==> config.mk <==
export PLATFORM = sky130hd
export DESIGN_NAME = sha256_padder
export DESIGN_NICKNAME = d
export VERILOG_FILES = /design/src/rtl/sha256_pkg.sv /design/src/rtl/sha256_padder.sv
export SDC_FILE = /design/constraint.sdc
export NUM_CORES = 1
export LEC_CHECK = 0
export ABC_AREA = 0
export BUFFER_PORTS_ARGS = -buffer_cell sky130_fd_sc_hd__buf_2
export CAP_MARGIN = 20
export CORE_ASPECT_RATIO = 1.25
export CORE_MARGIN = 2
export CORE_UTILIZATION = 40
export CTS_BUF_LIST = sky130_fd_sc_hd__clkbuf_4
export DETAILED_ROUTE_END_ITERATION = 10
export GPL_ROUTABILITY_DRIVEN = 1
export SLEW_MARGIN = 0
export SYNTH_ARGS = -nofsm -noshare
export SYNTH_HDL_FRONTEND = slang
export SYNTH_SLANG_ARGS = --single-unit
==> constraint.sdc <==
create_clock -name clk -period 23 [get_ports clk]
set_input_delay 3.45 -clock clk [delete_from_list [all_inputs] [get_ports clk]]
set_output_delay 3.45 -clock clk [all_outputs]
set_load 0.02 [all_outputs]
==> src/rtl/sha256_pkg.sv <==
// Shared constants and the state encoding for the SHA-256 message padder.
package sha256_pkg;

    localparam int unsigned BLOCK_W         = 512;
    localparam logic [7:0]  PAD_MARKER      = 8'h80;
    localparam int unsigned LEN_FIELD_BYTES = 8;

    typedef enum logic [1:0] {
        S_FILL = 2'd0,
        S_PAD  = 2'd1,
        S_LEN  = 2'd2,
        S_EMIT = 2'd3
    } pad_state_t;

endpackage

==> src/rtl/sha256_padder.sv <==
// SHA-256 message padder: packs a byte stream into 512-bit blocks, appends
// the 0x80 marker, zero fill and the 64-bit big-endian bit length, and hands
// blocks to the core sequencer with first/last flags.
// Optional feature: define SHA256_PAD_OVF_EN to get the sticky len_ovf output.
//
// state | meaning
// FILL  | accepting message bytes into the block buffer
// PAD   | writing marker / zero bytes, one per cycle
// LEN   | writing the length field into bytes 56..63
// EMIT  | block presented on blk_data, waiting for blk_ready
module sha256_padder
    import sha256_pkg::*;
#(
    parameter int unsigned LEN_W = 32
) (
    input  logic               clk,
    input  logic               reset,
    input  logic [7:0]         in_data,
    input  logic               in_valid,
    input  logic               in_last,
    output logic               in_ready,
    output logic [BLOCK_W-1:0] blk_data,
    output logic               blk_valid,
    input  logic               blk_ready,
    output logic               blk_first,
    output logic               blk_last
`ifdef SHA256_PAD_OVF_EN
    ,
    output logic               len_ovf
`endif
);

    localparam logic [5:0] LAST_IDX = 6'd63;
    localparam logic [5:0] LAST_PAD_IDX = 6'(63 - LEN_FIELD_BYTES);

    pad_state_t       state;
    pad_state_t       resume;
    logic [5:0]       idx;
    logic [LEN_W-1:0] bitlen;
    logic             marker_done;
    logic             final_blk;
    logic             first_blk;
    logic [7:0]       pad_byte;

    // Bytes are only taken while filling; everything else back-pressures.
    assign in_ready  = (state == S_FILL);
    assign blk_first = first_blk;
    assign blk_last  = final_blk;
    assign pad_byte  = marker_done ? 8'h00 : PAD_MARKER;

`ifdef SHA256_PAD_OVF_EN
    // bitlen is always a multiple of 8, so adding 8 wraps exactly when all upper bits are set.
    logic ovf_carry;
    assign ovf_carry = &bitlen[LEN_W-1:3];
`endif

    // Padder FSM; the output register doubles as the block buffer, byte i at bits {~i,3'b111} -: 8.
    always_ff @(posedge clk or posedge reset) begin
        if (reset) begin
            state       <= S_FILL;
            resume      <= S_FILL;
            idx         <= '0;
            bitlen      <= '0;
            marker_done <= 1'b0;
            final_blk   <= 1'b0;
            first_blk   <= 1'b1;
            blk_valid   <= 1'b0;
            blk_data    <= '0;
`ifdef SHA256_PAD_OVF_EN
            len_ovf     <= 1'b0;
`endif
        end else begin
            case (state)
                S_FILL: begin
                    if (in_valid) begin
                        blk_data[{~idx, 3'b111} -: 8] <= in_data;
                        bitlen <= bitlen + LEN_W'(8);
                        idx    <= idx + 6'd1;
`ifdef SHA256_PAD_OVF_EN
                        if (ovf_carry) len_ovf <= 1'b1;
`endif
                        if (idx == LAST_IDX) begin
                            state       <= S_EMIT;
                            blk_valid   <= 1'b1;
                            final_blk   <= 1'b0;
                            marker_done <= 1'b0;
                            resume      <= in_last ? S_PAD : S_FILL;
                        end else if (in_last) begin
                            state       <= S_PAD;
                            marker_done <= 1'b0;
                        end
                    end
                end
                S_PAD: begin
                    blk_data[{~idx, 3'b111} -: 8] <= pad_byte;
                    marker_done <= 1'b1;
                    idx         <= idx + 6'd1;
                    if (idx == LAST_PAD_IDX) begin
                        state <= S_LEN;
                    end else if (idx == LAST_IDX) begin
                        state     <= S_EMIT;
                        blk_valid <= 1'b1;
                        final_blk <= 1'b0;
                        resume    <= S_PAD;
                    end
                end
                S_LEN: begin
                    blk_data[LEN_FIELD_BYTES*8-1:0] <= (LEN_FIELD_BYTES*8)'(bitlen);
                    state     <= S_EMIT;
                    blk_valid <= 1'b1;
                    final_blk <= 1'b1;
                end
                S_EMIT: begin
                    if (blk_ready) begin
                        blk_valid <= 1'b0;
                        idx       <= '0;
                        first_blk <= 1'b0;
                        if (final_blk) begin
                            state     <= S_FILL;
                            first_blk <= 1'b1;
                            final_blk <= 1'b0;
                            bitlen    <= '0;
`ifdef SHA256_PAD_OVF_EN
                            len_ovf   <= 1'b0;
`endif
                        end else begin
                            state <= resume;
                        end
                    end
                end
                default: state <= S_FILL;
            endcase
        end
    end

endmodule

## Word level (Yosys, flattened, before mapping)

Cells that the tools add are included.
W data, S select, Z words.

| word-level totals | value |
|---|---|
| register bits | 558 |
| input port bits | 13 |
| output and inout bits | 516 |
| word-level logic and storage cells | 85 |

| cells by class | value |
|---|---|
| add/sub/neg operators | 3 |
| equality and inequality tests | 13 |
| shift operators | 3 |
| multiplexer cells | 41 |
| bitwise operators | 1 |
| reduce and logical (&&, ||, !) cells | 14 |

Operators with widths:

| operator | count |
|---|---|
| $shiftx A8 B11 Y519 | 2 |
| $bwmux W512 | 2 |
| $pmux W448 S2 | 1 |
| $shift A8 B11 Y519 const A | 1 |
| $mux W512 | 1 |
| $pmux W64 S3 | 1 |
| $mux W32 | 3 |
| $pmux W32 S2 | 1 |
| $add A32 B4 Y32 const B | 1 |
| $mux W2 | 11 |
| $pmux W6 S3 | 1 |
| $eq A6 B6 Y1 const B | 2 |
| $mux W1 | 12 |
| $mux W6 | 2 |
| $neg A9 Y11 | 1 |
| $ne A2 B2 Y1 const B | 5 |
| $reduce_and A3 Y1 | 3 |
| $mux W8 | 1 |
| $pmux W1 S4 | 2 |
| $pmux W2 S4 | 1 |
| $reduce_and A4 Y1 | 2 |
| $add A6 B1 Y6 const B | 1 |
| $not A6 Y6 | 1 |
| $reduce_and A2 Y1 | 3 |
| 11 further kinds | 14 |

## Longest topological paths before layout

| logic depth | value |
|---|---|
| word-level depth | 6 |
| depth in mapped cells | 11 |
| gate-level depth less buffers | 7 |

## Worst setup path before layout

OpenSTA, ideal clock, no wires.

| timing | value |
|---|---|
| kind | input port to flip-flop |
| from | input port in_valid |
| to | register blk_data[400] |
| setup time | 125 ps |
| data arrival time | 4,753 ps |
| data required time | 22,875 ps |
| slack | 18,122 ps |
| cell stages on the path | 6 |
| buffers on the path | 2 |
| cells stage by stage | mux2i_1 > or3_1 > buf_2 > buf_4 > nor2_4 > mux2_2 |

| between the ends | value |
|---|---|
| longest elaborated chain between the ends | 2 |

RTL lines:

| what | line | RTL |
|---|---|---|
| start, declared | sha256_padder.sv:19 | `input logic in_valid,` |
| $ne A2 B2 Y1 (no source line) | - |  |
| $reduce_and A2 Y1 (no source line) | - |  |
| end signal, assigned by index | sha256_padder.sv:76 | `blk_data[{~idx, 3'b111} -: 8] <= in_data;` |
| end signal, assigned by index | sha256_padder.sv:95 | `blk_data[{~idx, 3'b111} -: 8] <= pad_byte;` |
| end signal, assigned by index | sha256_padder.sv:108 | `blk_data[LEN_FIELD_BYTES*8-1:0] <= (LEN_FIELD_BYTES*8)'(bitlen);` |
| end, declared | sha256_padder.sv:22 | `output logic [BLOCK_W-1:0] blk_data,` |

No other way between the ends.
A chain may end at the register's enable or synchronous reset.

==> impl_metrics.py <==
metrics = {
    "run_status": {
        "status": "finished, final reports clean",
    },
    "setup_path": {
        "arrival_ns": 6.92,
        "cp_slowest_cell": "buf_4",
        "start_kind": "input port",
        "cpMostUsedCell": "buf_4",
        "crit_path_max_incr_delay_ns": 0.90,
        "r2r_start": "idx[0]",
        "crit_chain": "buf_2 > inv_8 > buf_4 > buf_4 > buf_4",
        "cp_max_fo": 128,
        "critPathBufInv": 5,
        "required_ns": 23.94,
        "end_kind": "async pin",
        "path_class": "input port to async pin",
        "path_delay_family": "buffers and inverters",
        "critPathLaunch": "reset",
    },
    "floorplanning": {
        "coreArea_um2": 57000,
        "die_h_um": 272,
        "num_rows": 98,
        "io_pins": 529,
        "die_w_um": 218,
        "dieArea_um2": 59300,
        "initial_core_util": 0.402,
    },
    "clock_network": {
        "post_cts_resized": 0,
        "cts_buffers": 144,
        "clk_latency_ns": 0.99,
        "cts_root_buf": "clkbuf_4",
        "ctsHoldBuffers": 0,
        "cts_tree": "built",
        "clock_path_buffers": 3,
        "post_cts_buffers": 0,
        "path_clk_slew_ns": 0.06,
        "cts_sinks": 554,
        "cts_max_level": 4,
    },
    "yosys": {
        "syn_inst": 1727,
        "synth-seq-cells": 554,
        "synth.area.top_cells": "dfrtp_1 60%, mux2_2 22%, nor2_1 2.8%",
        "syn_nets": 1751,
        "synth_warnings": 0,
        "yosysSeqAreaShare": 0.604,
        "synth_edf_count": 0,
        "synth_ff_type": "dfrtp_1",
        "synth_common_cells": "553 x dfrtp_1, 448 x mux2_2, 172 x nor2_1",
        "async_flop_share": 1.00,
        "yosysMostFrequentCell": "dfrtp_1",
        "ys_types": 61,
        "syn-cell-area_um2": 22900,
        "synth_top_area_share": 0.603,
        "synth_top_area_cell": "dfrtp_1",
        "avgSynthCellArea_um2": 13.3,
    },
    "cells_and_area": {
        "nFillCells": 5245,
        "drive_gt1_frac": 0.519,
        "area_delta_synth_final_pct": 23.1,
        "finalNetCount": 2377,
        "finalNonFillerCells": 3206,
    },
    "power": {
        "p_int_uw": 1680,
        "total_power_uw": 2650,
        "swShare": 0.368,
        "p_comb_frac": 0.253,
        "power_density_nw_per_um2": 93.9,
        "p_seq_frac": 0.422,
        "cellLeakagePower_uw": 0.0152,
        "vdd_drop_max_uv": 51.8,
        "clkPwrFrac": 0.326,
        "p_sw_uw": 974,
    },
    "detailed_routing": {
        "viasPerCell": 5.29,
        "drt_wl_total_mm": 77.4,
        "routedWlPerCell_um": 24.1,
        "num_vias": 17000,
        "drtIter0Drc": 908,
        "drcViolationCount": 0,
        "first_pass_iters": 5,
        "antenna_left": 0,
    },
    "sta": {
        "setup-tns-final_ns": 0,
        "final_hold_viol_count": 0,
        "rsz0062_at_grt": "false",
        "finalClockSkew_ns": 0.0593,
        "period_share": 0.260,
        "fmax_mhz": 167,
        "setup_viol": 0,
        "worst_slew_margin_rel": 0.299,
        "slew_viol_final": 0,
        "hold_slack_ns": 0.487,
        "tightest_slew_ns": 1.05,
        "fin_crit_ns": 5.99,
    },
    "placed_design": {
        "routabilityCongestion": 0.874,
        "dp_hpwl_mm": 56.7,
        "port_buffers": 528,
        "place_inst": 2955,
    },
    "global_route": {
        "overflow": 0,
        "grt_pass1_vias": 17600,
        "grtUsageTotal": 0.263,
        "grt_start_max_net_pins": 129,
        "grt_pass1_wl_mm": 115,
        "grt_antenna_before_repair": 7,
    },
    "min_path": {
        "hp-class": "flip-flop to flip-flop",
        "min_from": "blk_data[57]",
    },
    "flow_run": {
        "cap_violations": 0,
    },
}
[per-stage QoR]
stage           util  worst slack (ns)  area, um2
4_1_cts        0.494             16.89      28200
3_5_place_dp   0.463             15.81      26400
5_1_grt        0.495             16.45      28200
3_3_place_gp   0.462             15.97      26300
2_1_floorplan      -              4.06      22900
6_report       0.495             17.01      28200
[state kept, by name, indices dropped and copies added, names as in the netlist]
register / count
blk_valid: 1
blk_data: 512
blk_first: 1
idx: 6
blk_last: 1
state: 2
marker_done: 1
bitlen: 29
resume: 1
[cells in the final DEF, fill, tap and decap left out, types with 5 or more instances in the layout]
cell and n:
a21oi_1 17, a22o_1 13, a32o_1 11, a32oi_1 24, and2_1 23, buf_2 528, buf_4 10, bufinv_16 5
clkbuf_4 199, clkinv_1 27, dfrtp_1 553, diode_2 8, ha_1 11, inv_1 13, mux2_2 448, nand2_1 115
nand3_1 24, nand4_1 13, nor2_1 171, nor2_2 36, nor2_4 10, nor3_1 15, nor4_1 5, nor4_2 7
o21ai_0 48, o2bb2ai_1 22, or3_1 6, xnor2_1 14, xor2_1 9
[per-layer routing]
layer,track usage,vias to the layer above,part of all wire
met4,0.120,6,0.038
met5,0,-,0.00052
met3,0.0754,149,0.063
met1,0.309,8705,0.39
met2,0.446,622,0.51
li1,-,7486,-
[cells by family after synthesis]
family / count (synthesis) / share of synthesized area
buffers and inverters: 76 / 0.0141
and+or+nand+nor: 460 / 0.0987
AOI/OAI and AO/OA: 151 / 0.0466
adders and majority gates: 11 / 0.00600
DFF: 554 / 0.604
muxes: 452 / 0.222
xor gates and xnor gates: 23 / 0.00878
[worst paths after layout]
path                       slack, ns  depth (start not counted)       endpoint
setup reg to reg               19.05                          6  blk_data[375]
min in group asynchronous       2.62                          2   blk_data[81]
setup / recovery               17.01                          5  blk_data[392]
hold reg to reg                 0.49                          1   blk_data[57]
hold / removal                  0.49                          1   blk_data[57]
max in group clk               17.12                          3       in_ready
[worst reg2reg max path, cell delays in order (launching register included)]
cell,delay (ns)
dfrtp_1,0.32
buf_4,0.39
clkinv_1,0.76
nor2_2,1.07
nand2_1,0.34
nor3_1,0.73
mux2_2,0.30
[layout make-up]
| class | instances | area (um2) | area share |
|---|---|---|---|
| inverters | 15 | 63.8 | 0.00226 |
| diodes | 8 | 20.0 | 0.000709 |
| flip-flops and latches | 554 | 13900 | 0.491 |
| multi-input cells | 1097 | 8760 | 0.310 |
| clock buffers | 199 | 1490 | 0.0529 |
| repair buffers | 541 | 2790 | 0.0986 |
| clock inverters | 42 | 315 | 0.0112 |
| well taps | 750 | 938 | 0.0332 |
[power groups by stage]
stage | clock network [uW] | registers (uW) | logic, uW
2_1_floorplan | 0 | 1180 | 360
3_3_place_gp | 0 | 1130 | 655
3_5_place_dp | 0 | 1130 | 667
4_1_cts | 888 | 1120 | 668
5_1_grt | 945 | 1130 | 719
6_report | 864 | 1120 | 670
Note: power is estimated with default switching activity, not from simulation.
